[src/rtl/sbc_pkg.sv]
// rtl/sbc_pkg.sv - shared types and saturating shift for the stochastic-to-binary converter
package sbc_pkg;

  typedef enum logic [1:0] {IDLE, RUN, DONE} sbc_state_e;
  typedef enum logic {MODE_COUNT, MODE_PP} sbc_mode_e;

  // Left-shift a ones count and clamp to the largest w-bit value (all-ones streams hit 2^w).
  function automatic logic [31:0] sat_shift(input logic [31:0] x, input int unsigned sh,
                                            input int unsigned w);
    logic [63:0] y;
    logic [63:0] maxv;
    y    = {32'd0, x} << sh;
    maxv = (64'd1 << w) - 64'd1;
    if (y > maxv) y = maxv;
    return y[31:0];
  endfunction

endpackage

[src/rtl/sbc_multi_if.sv]
// rtl/sbc_multi_if.sv - control, bitstream and result bundle of the converter
interface sbc_multi_if #(
  parameter int WIDTH = 8,
  parameter int NCH   = 4
);
  localparam int LW = $clog2(WIDTH + 1);

  logic                   start;
  logic                   mode;
  logic [LW-1:0]          len_log2;
  logic                   bits_valid;
  logic [NCH-1:0]         bits;
  logic                   stop;
  logic                   busy;
  logic                   out_valid;
  logic                   out_ready;
  logic [NCH*WIDTH-1:0]   out_value;
  logic [WIDTH:0]         out_len;
  logic                   out_early;

  modport master (
    output start, mode, len_log2, bits_valid, bits, stop, out_ready,
    input  busy, out_valid, out_value, out_len, out_early
  );

  modport slave (
    input  start, mode, len_log2, bits_valid, bits, stop, out_ready,
    output busy, out_valid, out_value, out_len, out_early
  );
endinterface

[src/rtl/sbc_chan.sv]
// rtl/sbc_chan.sv - one channel: ones counter, power-of-two snapshot and result register
module sbc_chan
  import sbc_pkg::*;
#(
  parameter int WIDTH = 8,
  parameter int LW    = 4
) (
  input  logic             clk,
  input  logic             rst_n,
  input  logic             clear_i,
  input  logic             accept_i,
  input  logic             bit_i,
  input  logic             snap_en_i,
  input  logic [LW-1:0]    snap_sh_i,
  input  logic             fin_i,
  input  logic [LW-1:0]    fin_sh_i,
  input  logic             use_snap_i,
  output logic [WIDTH-1:0] value_o
);
  localparam int NW = WIDTH + 1;

  logic [NW-1:0]    ones_q, ones_d;
  logic [WIDTH-1:0] snap_q, snap_d;
  logic [WIDTH-1:0] value_q, value_d;

  // The snapshot and result both see the count including the bit accepted this cycle.
  always_comb begin
    ones_d  = ones_q;
    snap_d  = snap_q;
    value_d = value_q;
    if (clear_i) begin
      ones_d = '0;
      snap_d = '0;
    end else begin
      if (accept_i) ones_d = ones_q + NW'(bit_i);
      if (snap_en_i) snap_d = WIDTH'(sat_shift(32'(ones_d), 32'(snap_sh_i), 32'(WIDTH)));
      if (fin_i) begin
        value_d = use_snap_i ? snap_d
                             : WIDTH'(sat_shift(32'(ones_d), 32'(fin_sh_i), 32'(WIDTH)));
      end
    end
  end

  always_ff @(posedge clk or negedge rst_n) begin
    if (!rst_n) begin
      ones_q  <= '0;
      snap_q  <= '0;
      value_q <= '0;
    end else begin
      ones_q  <= ones_d;
      snap_q  <= snap_d;
      value_q <= value_d;
    end
  end

  assign value_o = value_q;

endmodule

[src/rtl/sbc_multi.sv]
// rtl/sbc_multi.sv - multi-channel stochastic-to-binary converter with stop/result handshake
module sbc_multi
  import sbc_pkg::*;
#(
  parameter int WIDTH = 8,
  parameter int NCH   = 4
) (
  input logic        clk,
  input logic        rst_n,
  sbc_multi_if.slave bus
);
  localparam int LW = $clog2(WIDTH + 1);
  localparam int NW = WIDTH + 1;

  sbc_state_e state_q, state_d;
  sbc_mode_e  mode_q, mode_d;
  logic [LW-1:0] l_q, l_d, l_in, snap_sh, fin_sh;
  logic [NW-1:0] n_q, n_d, len_q, len_d, n_inc;
  logic          early_q, early_d;
  logic          clear, accept, complete, finish, use_snap, snap_en;
  logic [NCH*WIDTH-1:0] value_w;

  assign l_in   = (bus.len_log2 > LW'(WIDTH)) ? LW'(WIDTH) : bus.len_log2;
  assign n_inc  = n_q + NW'(1);
  assign fin_sh = LW'(WIDTH) - l_q;

  always_comb begin
    accept   = (state_q == RUN) && bus.bits_valid;
    complete = accept && (n_inc == (NW'(1) << l_q));
    finish   = (state_q == RUN) && (complete || bus.stop);
    use_snap = (mode_q == MODE_PP) && !complete;
    snap_en  = 1'b0;
    snap_sh  = '0;
    for (int k = 0; k <= WIDTH; k++) begin
      if (accept && (n_inc == (NW'(1) << k))) begin
        snap_en = 1'b1;
        snap_sh = LW'(WIDTH - k);
      end
    end
  end

  always_comb begin
    state_d = state_q;
    mode_d  = mode_q;
    l_d     = l_q;
    n_d     = n_q;
    len_d   = len_q;
    early_d = early_q;
    clear   = 1'b0;
    case (state_q)
      IDLE: clear = bus.start;
      RUN: begin
        if (accept) n_d = n_inc;
        if (finish) begin
          state_d = DONE;
          len_d   = accept ? n_inc : n_q;
          early_d = !complete;
        end
      end
      DONE: begin
        if (bus.out_ready) begin
          state_d = IDLE;
          clear   = bus.start;
        end
      end
      default: state_d = IDLE;
    endcase
    if (clear) begin
      state_d = RUN;
      mode_d  = sbc_mode_e'(bus.mode);
      l_d     = l_in;
      n_d     = '0;
    end
  end

  always_ff @(posedge clk or negedge rst_n) begin
    if (!rst_n) begin
      state_q <= IDLE;
      mode_q  <= MODE_COUNT;
      l_q     <= '0;
      n_q     <= '0;
      len_q   <= '0;
      early_q <= 1'b0;
    end else begin
      state_q <= state_d;
      mode_q  <= mode_d;
      l_q     <= l_d;
      n_q     <= n_d;
      len_q   <= len_d;
      early_q <= early_d;
    end
  end

  for (genvar c = 0; c < NCH; c++) begin : g_chan
    sbc_chan #(.WIDTH(WIDTH), .LW(LW)) u_chan (
      .clk        (clk),
      .rst_n      (rst_n),
      .clear_i    (clear),
      .accept_i   (accept),
      .bit_i      (bus.bits[c]),
      .snap_en_i  (snap_en),
      .snap_sh_i  (snap_sh),
      .fin_i      (finish),
      .fin_sh_i   (fin_sh),
      .use_snap_i (use_snap),
      .value_o    (value_w[c*WIDTH +: WIDTH])
    );
  end

  assign bus.busy      = (state_q == RUN);
  assign bus.out_valid = (state_q == DONE);
  assign bus.out_value = value_w;
  assign bus.out_len   = len_q;
  assign bus.out_early = early_q;

endmodule

[src/flat_wrapper.sv]
// flat-port wrapper written by rule: the top's interface ports become plain ports
module sbc_multi_flat import sbc_pkg::*;
#(
  parameter int WIDTH = 8,
  parameter int NCH   = 4
)
  (clk, rst_n, bus_start, bus_mode, bus_len_log2, bus_bits_valid, bus_bits, bus_stop, bus_out_ready, bus_busy, bus_out_valid, bus_out_value, bus_out_len, bus_out_early);
  sbc_multi_if #(.WIDTH(WIDTH), .NCH(NCH)) bus_i ();
  input logic clk;
  input logic rst_n;
  input wire logic [$bits(bus_i.start)-1:0] bus_start;
  input wire logic [$bits(bus_i.mode)-1:0] bus_mode;
  input wire logic [$bits(bus_i.len_log2)-1:0] bus_len_log2;
  input wire logic [$bits(bus_i.bits_valid)-1:0] bus_bits_valid;
  input wire logic [$bits(bus_i.bits)-1:0] bus_bits;
  input wire logic [$bits(bus_i.stop)-1:0] bus_stop;
  input wire logic [$bits(bus_i.out_ready)-1:0] bus_out_ready;
  output wire logic [$bits(bus_i.busy)-1:0] bus_busy;
  output wire logic [$bits(bus_i.out_valid)-1:0] bus_out_valid;
  output wire logic [$bits(bus_i.out_value)-1:0] bus_out_value;
  output wire logic [$bits(bus_i.out_len)-1:0] bus_out_len;
  output wire logic [$bits(bus_i.out_early)-1:0] bus_out_early;
  assign bus_i.start = bus_start;
  assign bus_i.mode = bus_mode;
  assign bus_i.len_log2 = bus_len_log2;
  assign bus_i.bits_valid = bus_bits_valid;
  assign bus_i.bits = bus_bits;
  assign bus_i.stop = bus_stop;
  assign bus_i.out_ready = bus_out_ready;
  assign bus_busy = bus_i.busy;
  assign bus_out_valid = bus_i.out_valid;
  assign bus_out_value = bus_i.out_value;
  assign bus_out_len = bus_i.out_len;
  assign bus_out_early = bus_i.out_early;
  sbc_multi #(.WIDTH(WIDTH), .NCH(NCH)) u_core (.clk(clk), .rst_n(rst_n), .bus(bus_i));
endmodule
[config.mk]
export PLATFORM = sky130hd
export DESIGN_NAME = sbc_multi_flat
export DESIGN_NICKNAME = d
export VERILOG_FILES = /design/src/rtl/sbc_pkg.sv /design/src/rtl/sbc_multi_if.sv /design/src/rtl/sbc_chan.sv /design/src/rtl/sbc_multi.sv /design/src/flat_wrapper.sv
export SDC_FILE = /design/constraint.sdc
export NUM_CORES = 1
export LEC_CHECK = 0
export ABC_AREA = 1
export CAP_MARGIN = 20
export CORE_UTILIZATION = 30
export DETAILED_ROUTE_END_ITERATION = 10
export GPL_ROUTABILITY_DRIVEN = 0
export PLACE_DENSITY = 0.49
export SYNTH_ARGS = -nofsm -noshare
export SYNTH_HDL_FRONTEND = slang
export SYNTH_HIERARCHICAL = 1
export SYNTH_SLANG_ARGS = --single-unit
[constraint.sdc]
create_clock -name clk -period 11.4 [get_ports clk]
set_clock_uncertainty 0.1 [all_clocks]
set_input_delay 2.85 -clock clk [delete_from_list [all_inputs] [get_ports clk]]
set_output_delay 2.85 -clock clk [all_outputs]
set_load 0.03 [all_outputs]
Word-level counts from Yosys, hierarchy flattened --
Cells that the tools add are included.
Word-level totals: flip-flop bits (word level) 126, bits of input ports 15, word-level logic and storage cells 138
Operators by class: add/sub/neg operators 6, $lt $le $gt $ge 9, equal/unequal tests 15, shift-type cells 9, mux-type cells 60, bitwise operators 1, reductions and logical operators 20
Operators with widths (count):
- > comparator 64 x 8 -> 1 bit, second input constant | 8
- << shifter 9 x 4 -> 64 bit | 8
- 2-to-1 mux 8 bit | 20
- 2-to-1 mux 9 bit | 15
- 2-to-1 mux 4 bit | 10
- adder 9 x 1 -> 9 bit | 4
- logical AND 1 bit | 13
- 2-to-1 mux 1 bit | 10
- adder 9 x 1 -> 9 bit, second input constant | 1
- equality test 9 x 1 -> 1 bit, second input constant | 1
- equality test 9 x 2 -> 1 bit, second input constant | 1
- equality test 9 x 3 -> 1 bit, second input constant | 1
- equality test 9 x 4 -> 1 bit, second input constant | 1
- equality test 9 x 5 -> 1 bit, second input constant | 1
- equality test 9 x 6 -> 1 bit, second input constant | 1
- equality test 9 x 7 -> 1 bit, second input constant | 1
- equality test 9 x 8 -> 1 bit, second input constant | 1
- equality test 9 bit | 1
- equality test 9 bit, second input constant | 1
- << shifter 1 x 4 -> 9 bit, first input constant | 1
- 2-to-1 mux 2 bit | 3
- one-hot mux 2 bit (3 select lines) | 1
- > comparator 4 bit, second input constant | 1
- AND reduction 2 bit | 2
- other kinds (13) | 13

Logic depth before layout (Yosys ltp) --
word-level depth 17, gate-level depth with buffers 26, gate-level depth less buffers 25

Cells and area by module --
The synthesis kept the hierarchy.
Modules (own cells, without submodules):
- sbc_chan (u_core.g_chan[0].u_chan ...) | instances 3, cells an instance 358, area an instance 2205.9 µm², sequential area each 625.6 µm²
- sbc_chan (u_core.g_chan[3].u_chan) | instances 1, cells an instance 361, area an instance 2230.9 µm², sequential area each 625.6 µm²
- sbc_multi | instances 1, cells an instance 293, area an instance 1916.8 µm², sequential area each 650.6 µm²

Worst setup path after synthesis --
OpenSTA, ideal clock, no wires.
path kind input -> register, start input port bus_bits_valid, end register u_core.g_chan[0].u_chan.value_q[0], arrival time 5.436 ns, data required time 11.183 ns, setup slack 5.748 ns, cell stages on the path 13, cell sequence inv_1 > nor2_4 > inv_1 > nor3_1 > nand3_1 > nor3_1 > inv_1 > a31oi_1 > nand3_1 > nand2_1 > nand2_1 > nand2_1 > nand2_1
On the way: longest elaborated chain between the ends 16, elaborated cells between the ends (all ways) 44, classes of those cells order compare: 2; shift: 2; mux: 24; reduce/logical: 16
Ends and longest elaborated chain:
- from (decl) | RTL line flat_wrapper.sv:14 | input wire logic [$bits(bus_i.bits_valid)-1:0] bus_bits_valid;
- logical AND 1 bit (*) | RTL line sbc_multi.sv:28 | accept = (state_q == RUN) && bus.bits_valid;
- logical AND 1 bit | RTL line sbc_multi.sv:35 | if (accept && (n_inc == (NW'(1) << k))) begin
- 2-to-1 mux 4 bit (8 in series) | RTL line sbc_multi.sv:35
- 2-to-1 mux 4 bit (*) | RTL line sbc_multi.sv:35
- net u_core.snap_sh[3] | RTL line sbc_multi.sv:17 | logic [LW-1:0] l_q, l_d, l_in, snap_sh, fin_sh;
- << shifter 9 x 4 -> 64 bit (*) | RTL line sbc_pkg.sv:12 | y = {32'd0, x} << sh;
- > comparator 64 x 8 -> 1 bit | RTL line sbc_pkg.sv:14 | if (y > maxv) y = maxv;
- 2-to-1 mux 8 bit (*) | RTL line sbc_pkg.sv:14
- 2-to-1 mux 8 bit (*) | RTL line sbc_chan.sv:36 | if (snap_en_i) snap_d = WIDTH'(sat_shift(32'(ones_d), 32'(snap_sh_i), 32'(WIDTH)));
- 2-to-1 mux 8 bit (*) | RTL line sbc_chan.sv:38 | value_d = use_snap_i ? snap_d
- to (signal assigned) | RTL line sbc_chan.sv:52 | value_q <= value_d;
- to (decl) | RTL line sbc_chan.sv:24 | logic [WIDTH-1:0] value_q, value_d;
The timed path passes the listed nets; every way through them passes the cells marked *. The select of a mux whose other input is x is not followed. A chain may end at the register's enable or synchronous reset.

Final worst setup path --
start input port bus_bits_valid, end register u_core.g_chan[3].u_chan.value_q[2]
On the way: elaborated cells between the ends (all ways) 44, classes of those cells order compare: 2; shift: 2; mux: 24; reduce/logical: 16
RTL lines (RTL line):
- logical AND 1 bit (*) | sbc_multi.sv:28
- logical AND 1 bit | sbc_multi.sv:35
- 2-to-1 mux 4 bit (7 in series) | sbc_multi.sv:35
- 2-to-1 mux 4 bit (*) | sbc_multi.sv:35
- net u_core.snap_sh[1] | sbc_multi.sv:17
- << shifter 9 x 4 -> 64 bit (*) | sbc_pkg.sv:12
- > comparator 64 x 8 -> 1 bit | sbc_pkg.sv:14
- 2-to-1 mux 8 bit (*) | sbc_pkg.sv:14
- 2-to-1 mux 8 bit (*) | sbc_chan.sv:36
- 2-to-1 mux 8 bit (*) | sbc_chan.sv:38
- to (signal assigned) | sbc_chan.sv:52
- to (decl) | sbc_chan.sv:24
Marks and branches as above.

==> results.py <==
metrics = {
    "floorplanning": {
        "initial_utilization_pct": 30.41,
        "design.die.area_um2": 36650,
        "core_um2": 35400,
        "ios": 59,
        "floorplan.die.width_um": 191.4,
        "rows": 69,
        "die_y_um": 191.4,
    },
    "worst_setup_path": {
        "timing.setup.critical_path_class": "in -> reg",
        "crit_required_ns": 11.62,
        "crit-reg2reg-capture": "u_core/g_chan[2].u_chan/value_o[3]$_DFFE_PN0P_",
        "reg2reg_depth": 18,
        "crit_arrival_ns": 7.12,
        "worst_setup_path_end_kind": "flip-flop",
        "start_kind": "primary input",
        "reg2reg_from": "u_core/l_q[0]$_DFFE_PN0P_",
        "reg2reg_slack_ns": 6.74,
        "crit_fanout": 50,
    },
    "placement": {
        "io_buffer_count": 58,
        "hpwlAfterDp_um": 23570,
    },
    "global_route": {
        "grt_util_all_layers_pct": 18.52,
        "maximum_number_of_pins_on_one_net_before_global_route_repair": 70,
        "grt_antenna_before_repair": 0,
        "grt_pass1_wl_um": 54080,
        "via_count_of_the_first_global_routing_pass": 10920,
        "grt_remaining_overflow": 0,
    },
    "finish": {
        "synthToLayoutAreaGrowth_pct": 15.13,
        "finalCoreUtilization_pct": 35.02,
        "num-fill-cells": 3945,
        "finalNetCount": 1807,
        "final_layout_size_suffix_gt1_share_pct": 10.74,
        "multi_input_comb_area_um2": 6540,
        "seq_area_um2": 3153,
        "antennaDiodeCount": 0,
    },
    "clocking": {
        "max-clock-path-buffers": 2,
        "tritoncts_num_sinks": 126,
        "worst_setup_hold_path_clk_slew_ns": 0.06,
        "tritoncts_clock_tree": "built",
        "cts_buffers": 17,
        "post_cts.repair.setup_buffers": 0,
        "cts_htree_levels": 4,
        "latest_clock_arrival_within_the_worst_skew_pair_ns": 0.44,
        "postCtsResizedCells": 0,
        "hold_fix_buffer_count_after_cts": 0,
        "root_buffer_selected_by_cts": "clkbuf_16",
    },
    "worst_hold_path": {
        "hp-class": "reg -> reg",
        "worst_hold_startpoint": "u_core/bus.out_len[4]$_DFFE_PN0P_",
        "hold_path_end": "u_core/bus.out_len[4]$_DFFE_PN0P_",
        "holdPathStages": 2,
    },
    "detailed_routing": {
        "drt_iter0_drc": 781,
        "dr.pass1.iters": 5,
        "wl_per_cell_um": 14.06,
        "total_wirelength_of_the_detailed_routed_design_um": 31600,
        "remaining_routing_drc_violations": 0,
        "route.antenna.remaining_nets": 0,
        "route.vias.total": 10870,
        "via_per_inst": 4.836,
    },
    "yosys": {
        "yosysWarnings": 6,
        "synth_top_area_share_pct": 29.29,
        "yosys-top-cells-count": "577 x nand2_1, 307 x nand3_1, 182 x inv_1",
        "cell_type_with_the_highest_aggregate_area_in_the_netlist": "dfrtp_1",
        "syn_area_um2": 10770,
        "post_synth_inst_count": 1728,
        "ys_seq_elements": 126,
        "synthFlopType": "dfrtp_1",
        "synth.distinct_cells": 44,
        "asyncSetResetFlopFracSynth_pct": 100.0,
        "synthTopCellsByArea": "dfrtp_1 29%, nand2_1 20%, nand3_1 14%",
        "yosys.cell_count.top_type": "nand2_1",
        "synth_nets": 1761,
        "sequential_area_share_after_synthesis_pct": 29.29,
        "synth_edf_count": 0,
        "postSynthAreaPerCell_um2": 6.230,
    },
    "job": {
        "maxCapViolations": 0,
    },
    "timing": {
        "setup_viol": 0,
        "period_share_pct": 60.53,
        "maxClockFrequency_mhz": 144.9,
        "hold_viol_final": 0,
        "relative_slew_slack_pct": 33.48,
        "maxSlewViolCount": 0,
        "finalCriticalPeriod_ns": 6.900,
        "holdWs_ns": 0.3744,
        "unrepaired_setup_endpoints_after_global_routing": "no",
        "max_slew.worst_pin.slew_ns": 0.9977,
        "finalSetupTns_ns": 0,
    },
    "power_and_ir_drop": {
        "ir_worst_vdd_mv": 0.1273,
        "comb_power_share_pct": 64.1,
        "power.net_switching_w": 0.001798,
        "total_leakage_power_nw": 6.429,
        "finalPower_w": 0.003500,
        "clock_power_share_pct": 16.6,
        "power.internal_w": 0.001702,
        "swShare_pct": 51.37,
        "power_frac_seq_pct": 19.3,
        "power.density_nw_per_um2": 282.4,
    },
    "run_status": {
        "outcome": "completed",
    },
}
==> metrics by stage <==
stage | worst slack (ns) | cell area, um2 | std cells
3_5_place_dp | 4.052 | 11780 | 2216
6_report | 4.500 | 12390 | 2248
3_3_place_gp | 4.126 | 11780 | 2215
5_1_grt | 3.997 | 12390 | 2248
4_1_cts | 4.511 | 12390 | 2248
2_1_floorplan | 5.748 | 10770 | 1728
==> layer usage <==
metal / vias to the layer above / track usage [%] / part of all wire, %
met1: 5048 / 23.66 / 47
met4: 0 / 6.013 / 2.2
met2: 192 / 31.81 / 48
li1: 5595 / - / -
met5: - / 0 / 0
met3: 36 / 2.680 / 3.0
==> sequential cells by signal, summed over array words and instances, names as in the netlist <==
register,count
u_core/bus.out_early,1
u_core/bus.out_len,9
u_core/g_chan.u_chan/ones_q,36
u_core/g_chan.u_chan/snap_q,32
u_core/g_chan.u_chan/value_o,32
u_core/l_q,4
u_core/mode_q,1
u_core/n_q,9
u_core/state_q,2
==> power groups by stage <==
stage / Sequential (W) / Combinational [W] / Clock (W)
4_1_cts: 0.000680 / 0.00225 / 0.000598
3_3_place_gp: 0.000685 / 0.00225 / 0
3_5_place_dp: 0.000685 / 0.00224 / 0
2_1_floorplan: 0.000788 / 0.00155 / 0
5_1_grt: 0.000697 / 0.00257 / 0.000614
6_report: 0.000677 / 0.00224 / 0.000580
==> logic make-up (layout without fill, tap and decap cells) <==
group	Yosys count	after routing	synth area share (%)
buf+inv	265	324	10.23
flops	126	126	29.29
compound gates	118	118	6.962
simple gates	1195	1195	50.94
fa+ha+maj	18	18	2.092
xor+xnor	6	6	0.4881
==> cells in the final DEF, fill, tap and decap left out, drive strengths merged <==
cell type,n
nor2,170
nor3,8
clkinvlp,4
xnor2,4
a21oi,33
nand3b,4
nand2,627
o21ai,58
a31oi,12
or2,32
o2111ai,1
clkdlybuf4s50,57
dfrtp,126
o21a,4
o211ai,4
inv,186
nand3,324
and3,1
and2,9
clkinv,36
o21bai,6
xor2,2
bufinv,3
clkbuf,23
buf,15
nand4,20
ha,18
==> worst max path at each step <==
stage	start	endpoint	slack, ns	cells past startpoint
floorplan	bus_bits_valid	u_core/g_chan[0].u_chan/value_o[0]$_DFFE_PN0P_	5.75	13
global placement	bus_bits_valid	u_core/g_chan[3].u_chan/value_o[4]$_DFFE_PN0P_	4.13	24
detailed placement	bus_bits_valid	u_core/g_chan[3].u_chan/value_o[7]$_DFFE_PN0P_	4.05	24
CTS	bus_bits_valid	u_core/g_chan[3].u_chan/value_o[2]$_DFFE_PN0P_	4.51	24
global route	bus_bits_valid	u_core/g_chan[3].u_chan/value_o[2]$_DFFE_PN0P_	4.00	24
finish	bus_bits_valid	u_core/g_chan[3].u_chan/value_o[2]$_DFFE_PN0P_	4.50	24
==> worst max-delay path, stage by stage <==
cell and delay (ns):
clkdlybuf4s50_1 0.46, inv_1 0.07, nor2_4 0.10, buf_4 0.53, inv_1 0.22, nor3_1 0.30
nand2_1 0.15, o21ai_0 0.10, nand2_1 0.11, nand3_1 0.60, buf_4 0.37, inv_1 0.18
nand4_1 0.15, nand2_1 0.06, nor2_1 0.10, nand2_1 0.05, nor2_1 0.09, nand3_1 0.09
nand2_2 0.15, nand3_1 0.11, nand2_1 0.10, nand2_1 0.05, nand2_1 0.07, nand2_1 0.05
==> cell type report <==
class | count | share of cell area (%)
clock buffer | 23 | 3.856
timing repair buffer | 72 | 5.542
multi-input combinational | 1337 | 52.77
sequential | 126 | 25.44
tap | 461 | 4.654
inverter | 220 | 6.663
clock inverter | 9 | 1.080
No activity file was read; power rests on OpenSTA's default activity.
